===== config.mk =====
export PLATFORM = sky130hd
export DESIGN_NAME = wash_sequencer
export DESIGN_NICKNAME = d
export VERILOG_FILES = /design/src/rtl/wash_sequencer.sv
export SDC_FILE = /design/constraint.sdc
export NUM_CORES = 1
export LEC_CHECK = 0
export CAP_MARGIN = 10
export CORE_ASPECT_RATIO = 1.5
export CORE_UTILIZATION = 45
export CTS_CLUSTER_SIZE = 28
export DETAILED_ROUTE_END_ITERATION = 6
export PLACE_DENSITY = 0.75
export SYNTH_ARGS = -nofsm -noshare
export SYNTH_HDL_FRONTEND = slang
export SYNTH_SLANG_ARGS = --single-unit

===== constraint.sdc =====
create_clock -name clk_s -period 1.7 [get_ports clk_s]
set_input_delay 0.17 -clock clk_s [delete_from_list [all_inputs] [get_ports clk_s]]
set_output_delay 0.17 -clock clk_s [all_outputs]
set_load 0.02 [all_outputs]

===== src/rtl/wash_sequencer.sv =====
// wash_sequencer: steps the selected wash program through its fill, wash,
// drain, rinse and spin phases on the 1 Hz clk_s domain. It drives the inlet
// valve, drain valve and motor, exports the remaining time, and raises a
// finish level for the power-off block.
//
// Ports:
//   clk_s        1 Hz second clock
//   reset        asynchronous, active-high
//   power_on     machine powered; low forces a return to IDLE
//   start_pause  1-cycle pulse: start / pause / resume / acknowledge
//   mode_btn     1-cycle pulse: cycle program while IDLE
//   mode         selected program (0 full, 1 wash, 2 rinse+spin, 3 spin)
//   phase        current state code
//   phase_left   seconds left in current phase
//   total_left   seconds left in program
//   running      active phase, not paused
//   paused       active phase, paused
//   water_in     inlet valve
//   drain        drain valve
//   motor_on     motor enable
//   motor_dir    motor direction (0 forward, 1 reverse)
//   finish       program complete, held through DONE
//
// state   | meaning
// IDLE    | waiting for start, mode selectable
// FILL_W  | fill for wash
// WASH    | wash agitation
// DRAIN_W | drain wash water
// FILL_R  | fill for rinse
// RINSE   | rinse agitation
// DRAIN_R | drain rinse water
// SPIN    | spin with drain open
// DONE    | program complete, finish held
module wash_sequencer #(
  parameter int unsigned FILL_S  = 2,
  parameter int unsigned WASH_S  = 6,
  parameter int unsigned DRAIN_S = 2,
  parameter int unsigned RINSE_S = 6,
  parameter int unsigned SPIN_S  = 3
) (
  input  logic       clk_s,
  input  logic       reset,
  input  logic       power_on,
  input  logic       start_pause,
  input  logic       mode_btn,
  output logic [1:0] mode,
  output logic [3:0] phase,
  output logic [3:0] phase_left,
  output logic [7:0] total_left,
  output logic       running,
  output logic       paused,
  output logic       water_in,
  output logic       drain,
  output logic       motor_on,
  output logic       motor_dir,
  output logic       finish
);

  typedef enum logic [3:0] {
    IDLE    = 4'd0,
    FILL_W  = 4'd1,
    WASH    = 4'd2,
    DRAIN_W = 4'd3,
    FILL_R  = 4'd4,
    RINSE   = 4'd5,
    DRAIN_R = 4'd6,
    SPIN    = 4'd7,
    DONE    = 4'd8
  } state_t;

  localparam logic [7:0] TOTAL_SPIN  = 8'(SPIN_S);
  localparam logic [7:0] TOTAL_RINSE = 8'(FILL_S + RINSE_S + DRAIN_S + SPIN_S);
  localparam logic [7:0] TOTAL_WASH  = 8'(FILL_S + WASH_S + DRAIN_S);
  localparam logic [7:0] TOTAL_FULL  = 8'(FILL_S + WASH_S + DRAIN_S + FILL_S
                                          + RINSE_S + DRAIN_S + SPIN_S);

  state_t     state, state_n, target;
  logic [1:0] mode_q, mode_n;
  logic [3:0] pl_q, pl_n;
  logic [7:0] tl_q, tl_n;
  logic       paused_q, paused_n;

  function automatic logic [3:0] dur(input state_t s);
    case (s)
      FILL_W, FILL_R:   dur = 4'(FILL_S);
      WASH:             dur = 4'(WASH_S);
      DRAIN_W, DRAIN_R: dur = 4'(DRAIN_S);
      RINSE:            dur = 4'(RINSE_S);
      SPIN:             dur = 4'(SPIN_S);
      default:          dur = 4'd0;
    endcase
  endfunction

  function automatic state_t first_of(input logic [1:0] m);
    case (m)
      2'd0, 2'd1: first_of = FILL_W;
      2'd2:       first_of = FILL_R;
      default:    first_of = SPIN;
    endcase
  endfunction

  function automatic logic [7:0] total_of(input logic [1:0] m);
    case (m)
      2'd0:    total_of = TOTAL_FULL;
      2'd1:    total_of = TOTAL_WASH;
      2'd2:    total_of = TOTAL_RINSE;
      default: total_of = TOTAL_SPIN;
    endcase
  endfunction

  // Wash-only program skips the rinse half after the first drain.
  function automatic state_t succ(input state_t s, input logic [1:0] m);
    case (s)
      FILL_W:  succ = WASH;
      WASH:    succ = DRAIN_W;
      DRAIN_W: succ = (m == 2'd1) ? DONE : FILL_R;
      FILL_R:  succ = RINSE;
      RINSE:   succ = DRAIN_R;
      DRAIN_R: succ = SPIN;
      default: succ = DONE;
    endcase
  endfunction

  always_ff @(posedge clk_s or posedge reset) begin
    if (reset) begin
      state    <= IDLE;
      mode_q   <= 2'd0;
      pl_q     <= 4'd0;
      tl_q     <= 8'd0;
      paused_q <= 1'b0;
    end else begin
      state    <= state_n;
      mode_q   <= mode_n;
      pl_q     <= pl_n;
      tl_q     <= tl_n;
      paused_q <= paused_n;
    end
  end

  always_comb begin
    state_n  = state;
    mode_n   = mode_q;
    pl_n     = pl_q;
    tl_n     = tl_q;
    paused_n = paused_q;
    target   = IDLE;
    if (!power_on) begin
      state_n  = IDLE;
      mode_n   = 2'd0;
      pl_n     = 4'd0;
      tl_n     = 8'd0;
      paused_n = 1'b0;
    end else begin
      case (state)
        IDLE: begin
          if (start_pause) begin
            target   = first_of(mode_q);
            state_n  = target;
            pl_n     = dur(target);
            tl_n     = total_of(mode_q);
            paused_n = 1'b0;
          end else if (mode_btn) begin
            mode_n = 2'(mode_q + 2'd1);
          end
        end
        DONE: begin
          pl_n = 4'd0;
          tl_n = 8'd0;
          if (start_pause) state_n = IDLE;
        end
        default: begin
          // A pause pulse still lets this edge's decrement/transition happen;
          // a resume pulse only unfreezes, counting restarts next edge.
          if (start_pause) paused_n = !paused_q;
          if (!paused_q) begin
            tl_n = tl_q - 8'd1;
            if (pl_q == 4'd1) begin
              target  = succ(state, mode_q);
              state_n = target;
              pl_n    = dur(target);
            end else begin
              pl_n = pl_q - 4'd1;
            end
          end
        end
      endcase
    end
  end

  always_comb begin
    water_in  = 1'b0;
    drain     = 1'b0;
    motor_on  = 1'b0;
    motor_dir = 1'b0;
    running   = (state != IDLE) && (state != DONE) && !paused_q;
    if (running) begin
      case (state)
        FILL_W, FILL_R:   water_in = 1'b1;
        DRAIN_W, DRAIN_R: drain = 1'b1;
        WASH, RINSE: begin
          motor_on  = 1'b1;
          motor_dir = pl_q[1];
        end
        SPIN: begin
          motor_on = 1'b1;
          drain    = 1'b1;
        end
        default: ;
      endcase
    end
  end

  assign mode       = mode_q;
  assign phase      = state;
  assign phase_left = pl_q;
  assign total_left = tl_q;
  assign paused     = paused_q;
  assign finish     = (state == DONE);

endmodule


==> impl_results.rst, run 1 <==
.. list-table::
   :header-rows: 1

   * - Metric
     - Value
   * - Clock latency at the later pin of the worst-skew pair
     - 260 ps
   * - Global route overflow
     - 0
   * - Worst-path maximum fanout
     - 3
   * - Effective utilization at floorplan
     - 0.472
   * - Capture point of the worst reg-to-reg path
     - total_left[7]
   * - H-tree lvl count
     - 1
   * - Clock Path Buffers
     - 2
   * - Synthesized flop and latch total
     - 19
   * - Worst setup SP type
     - flip-flop
   * - Number of unique standard cell types used by synthesis
     - between 40 and 50
   * - Timing startpoint of the critical path
     - total_left[1]
   * - Total power density per cell area
     - 1940 mW/mm^2
   * - Clock tree from TritonCTS
     - yes
   * - Leakage
     - 1.09 nW
   * - Vias in the first global route
     - 1534
   * - Routed Antenna Nets
     - 0
   * - Post-synthesis average cell area
     - 8.23 sq um
   * - Worst endpoint data arrival time
     - 2080 ps
   * - Detailed-placement wirelength estimate
     - 3.19 mm
   * - Post-synthesis to final-layout area growth
     - 76.3%
   * - Instance count of the mapped netlist
     - approximately 170
   * - Vias per std cell
     - 6.18
   * - RSZ-0062 raised after global routing
     - true
   * - Boundary pin count
     - 30
   * - Biggest area consumer among synthesized cells
     - dfrtp_1
   * - Portion of total power attributed to the clock network
     - 0.070
   * - Data required time of the worst path
     - 1890 ps
   * - Worst slew margin relative to its limit
     - 0.684
   * - Sw power
     - 2.11 mW
   * - WL final
     - 5.23 mm
   * - Number of nets produced by synthesis
     - 180
   * - Seq pwr share
     - 0.172
   * - Maximum resistive drop on vdd
     - 1470 uV
   * - NumNets Final
     - 253
   * - Chip Height
     - roughly 70 microns
   * - Number of antenna violations at the first check in global routing
     - 0
   * - Violated checks
     - setup timing
   * - First-pass DRT Iterations
     - 4
   * - Design area
     - 0.00242 sq mm
   * - XOR/XNOR share of the synthesized area
     - 0.0191
   * - Slew at the pin closest to its max-slew limit
     - 472 ps
   * - Crit Reg-Reg Startpoint
     - total_left[1]
   * - Fin crit period
     - 1890 ps
   * - Biggest area contributors in the synthesized netlist
     - dfrtp_1 35%, ha_1 7.3%, o21ai_0 6.6%
   * - Worst R2R Path Depth
     - 4
   * - Share of post-route cells with drive strength above 1
     - 0.456
   * - Critical Path Sink Type
     - flip-flop
   * - Antenna diode count
     - 0
   * - Yosys warnings
     - 0
   * - Final count of negative-setup-slack endpoints
     - 16
   * - Global-route wire length before repair
     - 7.05 mm
   * - Total die area
     - 0.00328 sq mm
   * - Combinational share of power
     - 0.758
   * - Overall die width
     - about 47 microns
   * - Worst setup slack after placement
     - -186 ps
   * - Maximum number of pins on one net before global-route repair
     - 20
   * - CTS Root Buffer Type
     - clkbuf_8
   * - Dominant combinational cell family by area after synthesis
     - compound AO/OA/AOI/OAI gates
   * - Number of max-slew violations in the final report
     - 0
   * - Std-Cell Rows
     - 24
   * - Switching share of power
     - 0.449
   * - Via total after detailed routing
     - roughly 1.7k
   * - Compound-gate portion of the synthesized area
     - 0.267
   * - Critical path class
     - reg -> reg
   * - Achievable clock frequency
     - 530 MHz
   * - Crit path setup slack, layout
     - -186 ps
   * - Total count of hold-check failures in the final report
     - 0
   * - Worst-path clk slew
     - ~70 ps
   * - Run status
     - finished with violations
   * - Share of synthesized area occupied by flip-flops and latches
     - 0.346
   * - Portion of netlist area occupied by mux cells
     - 0.00729
   * - Area of the core
     - 0.00291 sq mm
   * - Post-route fraction of the period consumed by the critical path
     - 1.11
   * - Avg WL per Cell
     - 18.8 microns
   * - Placed instance area
     - 0.00201 sq mm
   * - Port Buf Inserts
     - 29
   * - Initial detailed-routing violation count
     - 103
   * - Final TNS setup
     - -1660 ps
   * - Weighted congestion at the end of routability-driven global placement
     - between 0.8 and 0.9
   * - Aggregate global-route resource usage
     - 0.294
   * - Simple-gate portion of the synthesized area
     - 0.216
   * - Fraction of post-synthesis cell area in the top cell type by area
     - 0.346
   * - Setup slack, reg-to-reg
     - -190 ps
   * - Clock sink count
     - 19
   * - Total standard cell area after synthesis
     - 0.00137 sq mm
   * - Adder-cell share of the synthesized area
     - 0.0729
   * - Clock skew after layout
     - 1.44 ps
   * - Worst hold path type
     - in -> async
   * - Post-detailed-route DRC marker count
     - 0
   * - Internal power summed over all cells
     - 2.58 mW
   * - Number of buffers created by CTS
     - 3
   * - Max-cap viol count
     - 0
[final cells by class]
cell class | instances | area [sq um]
fill | 159 | 490
timing repair buffer | 78 | 738
sequential | 19 | 485
clock buffer | 4 | 45.0
inverter | 13 | 48.8
tap | 39 | 48.8
multi-input combinational | 125 | 1060
[layout by cell type, fill, tap and decap left out, drive strengths merged, types with 2 or more instances in the layout]
cell	count
buf	52
clkdlybuf4s50	21
dfrtp	19
o21ai	18
nand2	15
nor2	14
inv	13
a21oi	10
ha	8
nor3	6
clkbuf	6
o31ai	5
or3	4
a211oi	4
nand3	4
xnor2	3
o41ai	3
or4	3
or3b	2
nor3b	2
nand2b	2
o311ai	2
a32o	2
o22ai	2
nor4	2
[metal layers]
| metal | GRT usage | vias to the layer above | part of all wire |
|---|---|---|---|
| met4 | 0.0794 | 0 | 0.045 |
| met2 | 0.508 | 93 | 0.53 |
| met3 | 0.0365 | 31 | 0.062 |
| met5 | 0 | - | 0 |
| met1 | 0.364 | 835 | 0.37 |
| li1 | - | 760 | - |
[worst max-delay path, stage by stage (launching register included)]
cell	delay, ps
dfrtp_2	420
or4_4	540
or4_4	430
or3_1	310
a21oi_1	120
[state kept, by name, indices dropped and copies added, names as in the netlist]
name        count
total_left      8
phase           4
phase_left      4
mode            2
paused          1
[synth_stat cells]
| cell | number |
|---|---|
| nand3_1 | 4 |
| xnor2_1 | 3 |
| inv_1 | 13 |
| and3_1 | 1 |
| o41ai_1 | 1 |
| a311oi_1 | 1 |
| a41oi_1 | 1 |
| o311ai_1 | 1 |
| or4_4 | 1 |
| a221o_1 | 1 |
| clkbuf_1 | 7 |
| o22ai_1 | 2 |
| dfrtp_1 | 19 |
| a32o_1 | 2 |
| nand2b_1 | 2 |
| o221ai_1 | 1 |
| nor3b_1 | 2 |
| or2_2 | 1 |
| buf_1 | 2 |
| or3_1 | 4 |
| nor4_1 | 2 |
| nor3_1 | 6 |
| a22oi_1 | 1 |
| or4_1 | 2 |
| nor2_1 | 14 |
| o21bai_1 | 1 |
| a211oi_1 | 4 |
| o41ai_2 | 1 |
| nand4_1 | 1 |
| ha_1 | 8 |
| o31ai_1 | 5 |
| or3b_2 | 2 |
| mux2i_1 | 1 |
| a21oi_1 | 10 |
| a21boi_0 | 1 |
| buf_6 | 1 |
| nand2_1 | 15 |
| a221oi_1 | 1 |
| buf_2 | 1 |
| o21ai_0 | 18 |
| o311ai_2 | 1 |
| o32ai_1 | 1 |
| or4b_2 | 1 |
[through the flow]
stage / power, mW / hold WS, ps / cells / utilization
finish: 4.69 / 232 / 278 / 0.832
global placement: 3.41 / 512 / 260 / 0.689
CTS: 3.96 / 248 / 268 / 0.739
floorplan: 2.29 / 121 / 167 / -
detailed placement: 3.49 / 519 / 260 / 0.689
global route: 4.93 / 287 / 278 / 0.832
[power by group through the flow]
stage	Clock [mW]	Sequential, mW	Combinational [mW]
after global routing	0.343	0.829	3.76
final	0.327	0.806	3.56
after global placement	0	0.789	2.62
after detailed placement	0	0.807	2.68
after floorplan	0	1.03	1.25
after CTS	0.323	0.806	2.83
[cells by family after synthesis]
family,count (synthesis)
AO/OA/AOI/OAI,54
flip-flops,19
buffers and inverters,24
adder cells (fa/ha/maj),8
AND/OR/NAND/NOR,58
XOR/XNOR,3
multiplexers,1
[timing repair]
| action | CTS | global route |
|---|---|---|
| buffers inserted | 4 | 9 |
| resized for setup | 37 | 49 |
| endpoints found under the setup margin | 18 | 23 |
| hold buffers | 0 | 0 |
| cloned | 1 | 1 |
| pin swaps | 8 | 10 |
[how the worst max path moves through the flow]
| stage | end | depth (start not counted) |
|---|---|---|
| 2_1_floorplan | total_left[7] | 4 |
| 3_3_place_gp | total_left[7] | 4 |
| 3_5_place_dp | total_left[7] | 4 |
| 4_1_cts | total_left[7] | 4 |
| 5_1_grt | total_left[6] | 6 |
| 6_report | total_left[7] | 4 |
(Power assumes the default switching activity.)
==> run 2, diff against run 1 <==
--- a/config.mk
+++ b/config.mk
@@ -7,6 +7,7 @@
 export LEC_CHECK = 0
 export CAP_MARGIN = 10
 export CORE_ASPECT_RATIO = 1.5
+export CORE_MARGIN = 2
 export CORE_UTILIZATION = 45
 export CTS_CLUSTER_SIZE = 28
 export DETAILED_ROUTE_END_ITERATION = 6
==> run 2 against run 1 <==
  * The run still ends with setup timing left
  * Global-route usage fell by 3.1 points
  * Combinational power down 12%
  * Clock power about the same
  * Clock skew is 1.7 ps higher
  * Critical path depth did not move
  * Core utilization is 4.9 points lower
  * Critical endpoint unchanged
  * Largest power group unchanged
==> impl_results.rst, run 2 (synthesis results as in run 1) <==
.. list-table::
   :header-rows: 1

   * - Metric
     - Value
   * - Run status
     - finished with violations
   * - Violated checks
     - setup timing
   * - Design area
     - 0.00228 sq mm (-5.8%)
   * - Post-route fraction of the period consumed by the critical path
     - 1.11 (+0.00347)
   * - Cell occurring most often along the worst timing path
     - or4_4
   * - Slew at the pin closest to its max-slew limit
     - 570 ps (+98.2 ps)
   * - Worst hold path type
     - in -> async
   * - Critical path class
     - reg -> reg
   * - Area of the core
     - 0.00291 sq mm (unchanged)
   * - Global-route wire length before repair
     - 7.33 mm (+4.0%)
   * - Worst-path maximum fanout
     - 3 (unchanged)
   * - Commonest non-fill, non-tap cell in the layout
     - buf_4
   * - Weighted congestion at the end of routability-driven global placement
     - 0.880 (about the same)
   * - Detailed-placement wirelength estimate
     - 3.26 mm (+2.3%)
   * - Number of antenna violations at the first check in global routing
     - 0 (unchanged)
   * - Post-synthesis to final-layout area growth
     - 66.0%
   * - Portion of total power attributed to the clock network
     - 0.076 (+0.006)
   * - Clock tree from TritonCTS
     - yes
   * - Crit path max-delay cell type
     - or4_4
   * - Worst slew margin relative to its limit
     - 0.617 (-0.0676)
   * - Std-Cell Rows
     - 24 (unchanged)
   * - Post-detailed-route DRC marker count
     - 0 (unchanged)
   * - Final count of negative-setup-slack endpoints
     - 12 (-4)
   * - Seq pwr share
     - 0.191 (+0.019)
   * - Achievable clock frequency
     - 528 MHz (-0.31%)
   * - Total design power
     - 4.29 mW (-8.5%)
   * - WL final
     - 4.49 mm (-14%)
   * - CTS Root Buffer Type
     - clkbuf_8
   * - Flip-flop count of the largest register, all copies and words added
     - 8 (unchanged)
   * - Clock latency at the later pin of the worst-skew pair
     - 260 ps (about the same)
   * - Placed instance area
     - 0.00202 sq mm (+0.62%)
   * - Combinational share of power
     - 0.733 (-0.025)
   * - Port Buf Inserts
     - 29 (unchanged)
   * - Vias in the first global route
     - 1617 (+5.4%)
   * - Sw power
     - 1.89 mW (-10%)
   * - Number of buffers created by CTS
     - 3 (unchanged)
   * - Total count of hold-check failures in the final report
     - 0 (unchanged)
   * - Clock Path Buffers
     - 2 (unchanged)
   * - Switching share of power
     - 0.441 (-0.00805)
   * - Total power density per cell area
     - 1880 mW/mm^2 (-2.8%)
   * - Chip Height
     - 71.7 microns (+2.9%)
   * - Final core area utilization
     - 0.783 (-0.0485)
   * - Share of post-route cells with drive strength above 1
     - 0.429 (-0.0269)
   * - Clock skew after layout
     - 3.13 ps (+1.69 ps)
   * - Worst setup SP type
     - flip-flop
   * - Worst endpoint data arrival time
     - 2080 ps (about the same)
   * - Total die area
     - 0.00352 sq mm (+7.2%)
   * - Maximum resistive drop on vdd
     - 1260 uV (-14%)
   * - Maximum number of pins on one net before global-route repair
     - 20 (unchanged)
   * - Boundary pin count
     - 30 (unchanged)
   * - Crit path setup slack, layout
     - -192 ps (-5.91 ps)
   * - Multi-input gate area in the final layout
     - 981 sq um (-7.1%)
   * - RSZ-0062 raised after global routing
     - true
   * - Max-cap viol count
     - 0 (unchanged)
   * - Ordered list of cells on the worst path
     - or4_4 > or4_4 > or3_1 > a21oi_2
   * - H-tree lvl count
     - 1 (unchanged)
   * - Worst-path clk slew
     - 80 ps (about the same)
   * - Data required time of the worst path
     - 1890 ps (about the same)
   * - Fin crit period
     - 1890 ps (+5.91 ps)
   * - Routed Antenna Nets
     - 0 (unchanged)
   * - Slowest cell delay on critical path
     - 530 ps (about the same)
   * - Avg WL per Cell
     - 16.1 microns (-15%)
   * - Total of hold buffers inserted after clock tree synthesis
     - 0 (unchanged)
   * - Antenna diode count
     - 0 (unchanged)
   * - Number of inserted filler cells in the final layout
     - 212 (+33%)
   * - Via total after detailed routing
     - 1571 (-8.6%)
   * - Overall die width
     - 49.1 microns (+4.2%)
   * - Clock sink count
     - 19 (unchanged)
   * - Leakage
     - 1.01 nW (-6.7%)
   * - First-pass DRT Iterations
     - 4 (unchanged)
   * - Area taken by flip-flops and latches
     - 485 sq um (unchanged)
   * - Critical Path Sink Type
     - flip-flop
   * - Effective utilization at floorplan
     - 0.472 (unchanged)
   * - NumNets Final
     - 254 (+0.40%)
   * - Most frequent cells in the layout
     - 46 x buf_4, 22 x clkdlybuf4s50_1, 13 x nor2_1, 13 x nand2_1, 12 x inv_1
   * - Aggregate global-route resource usage
     - 0.263 (-0.0310)
   * - Vias per std cell
     - 5.63 (-8.9%)
   * - Initial detailed-routing violation count
     - 81 (-21%)
   * - Global route overflow
     - 0 (unchanged)
   * - Number of max-slew violations in the final report
     - 0 (unchanged)
   * - Internal power summed over all cells
     - 2.40 mW (-7.1%)
==> run 2: what timing repair did <==
item,in CTS,in global routing
gates resized for setup,45,22
hold endpoints to repair,0,0
setup endpoints to repair,15,20
pin swaps,12,10
setup buffers,11,1
cloned,0,1
==> run 2: final timing paths <==
kind | startpoint | endpoint | slack [ps] | cells past startpoint
setup / recovery | total_left[1] | total_left[7] | -190 | 4
hold / removal | reset | total_left[7] | 240 | 3
setup reg to reg | total_left[1] | total_left[7] | -190 | 4
hold reg to reg | phase_left[3] | phase_left[3] | 580 | 1
max in group asynchronous | reset | phase_left[1] | 1210 | 3
min in group clk_s | phase_left[3] | phase_left[3] | 580 | 1
==> run 2: layout make-up <==
class,instances,area share
inverter,13,0.0214
clock buffer,3,0.0181
clock inverter,1,0.00219
multi-input combinational,124,0.430
sequential,19,0.213
tap,39,0.0214
timing repair buffer,80,0.294
==> run 2: power groups by stage <==
stage | clock, mW | sequential, mW | combinational [mW]
3_3_place_gp | 0 | 0.787 | 2.62
4_1_cts | 0.334 | 0.811 | 2.97
2_1_floorplan | 0 | 1.03 | 1.25
3_5_place_dp | 0 | 0.810 | 2.68
6_report | 0.325 | 0.821 | 3.15
5_1_grt | 0.351 | 0.847 | 3.35
==> run 2: worst max-delay path: cells and delay by family, from the launching register on <==
kind,cells,cell delay [ps]
AOI/OAI and AO/OA,1,130
DFF,1,410
and+or+nand+nor,3,1280
==> run 2: stage by stage <==
step	hold WS [ps]	TNS [ps]	setup WS, ps	instances
2_1_floorplan	121	-1140	-218	167
3_3_place_gp	509	-641	-145	265
3_5_place_dp	530	-940	-208	265
4_1_cts	249	-869	-200	277
5_1_grt	281	-1920	-235	279
6_report	242	-959	-192	279
==> run 2: layer usage <==
metal  wire, microns  global-route usage
met5               0                   0
met2            2430               0.509
met4              58              0.0889
met3             170              0.0229
met1            1830               0.293
==> run 3, diff against run 2 <==
--- a/config.mk
+++ b/config.mk
@@ -9,7 +9,6 @@
 export CORE_ASPECT_RATIO = 1.5
 export CORE_MARGIN = 2
 export CORE_UTILIZATION = 45
-export CTS_CLUSTER_SIZE = 28
 export DETAILED_ROUTE_END_ITERATION = 6
 export PLACE_DENSITY = 0.75
 export SYNTH_ARGS = -nofsm -noshare
==> results of run 3 <==
Final layout, timing and power as in run 2 (identical DEF).
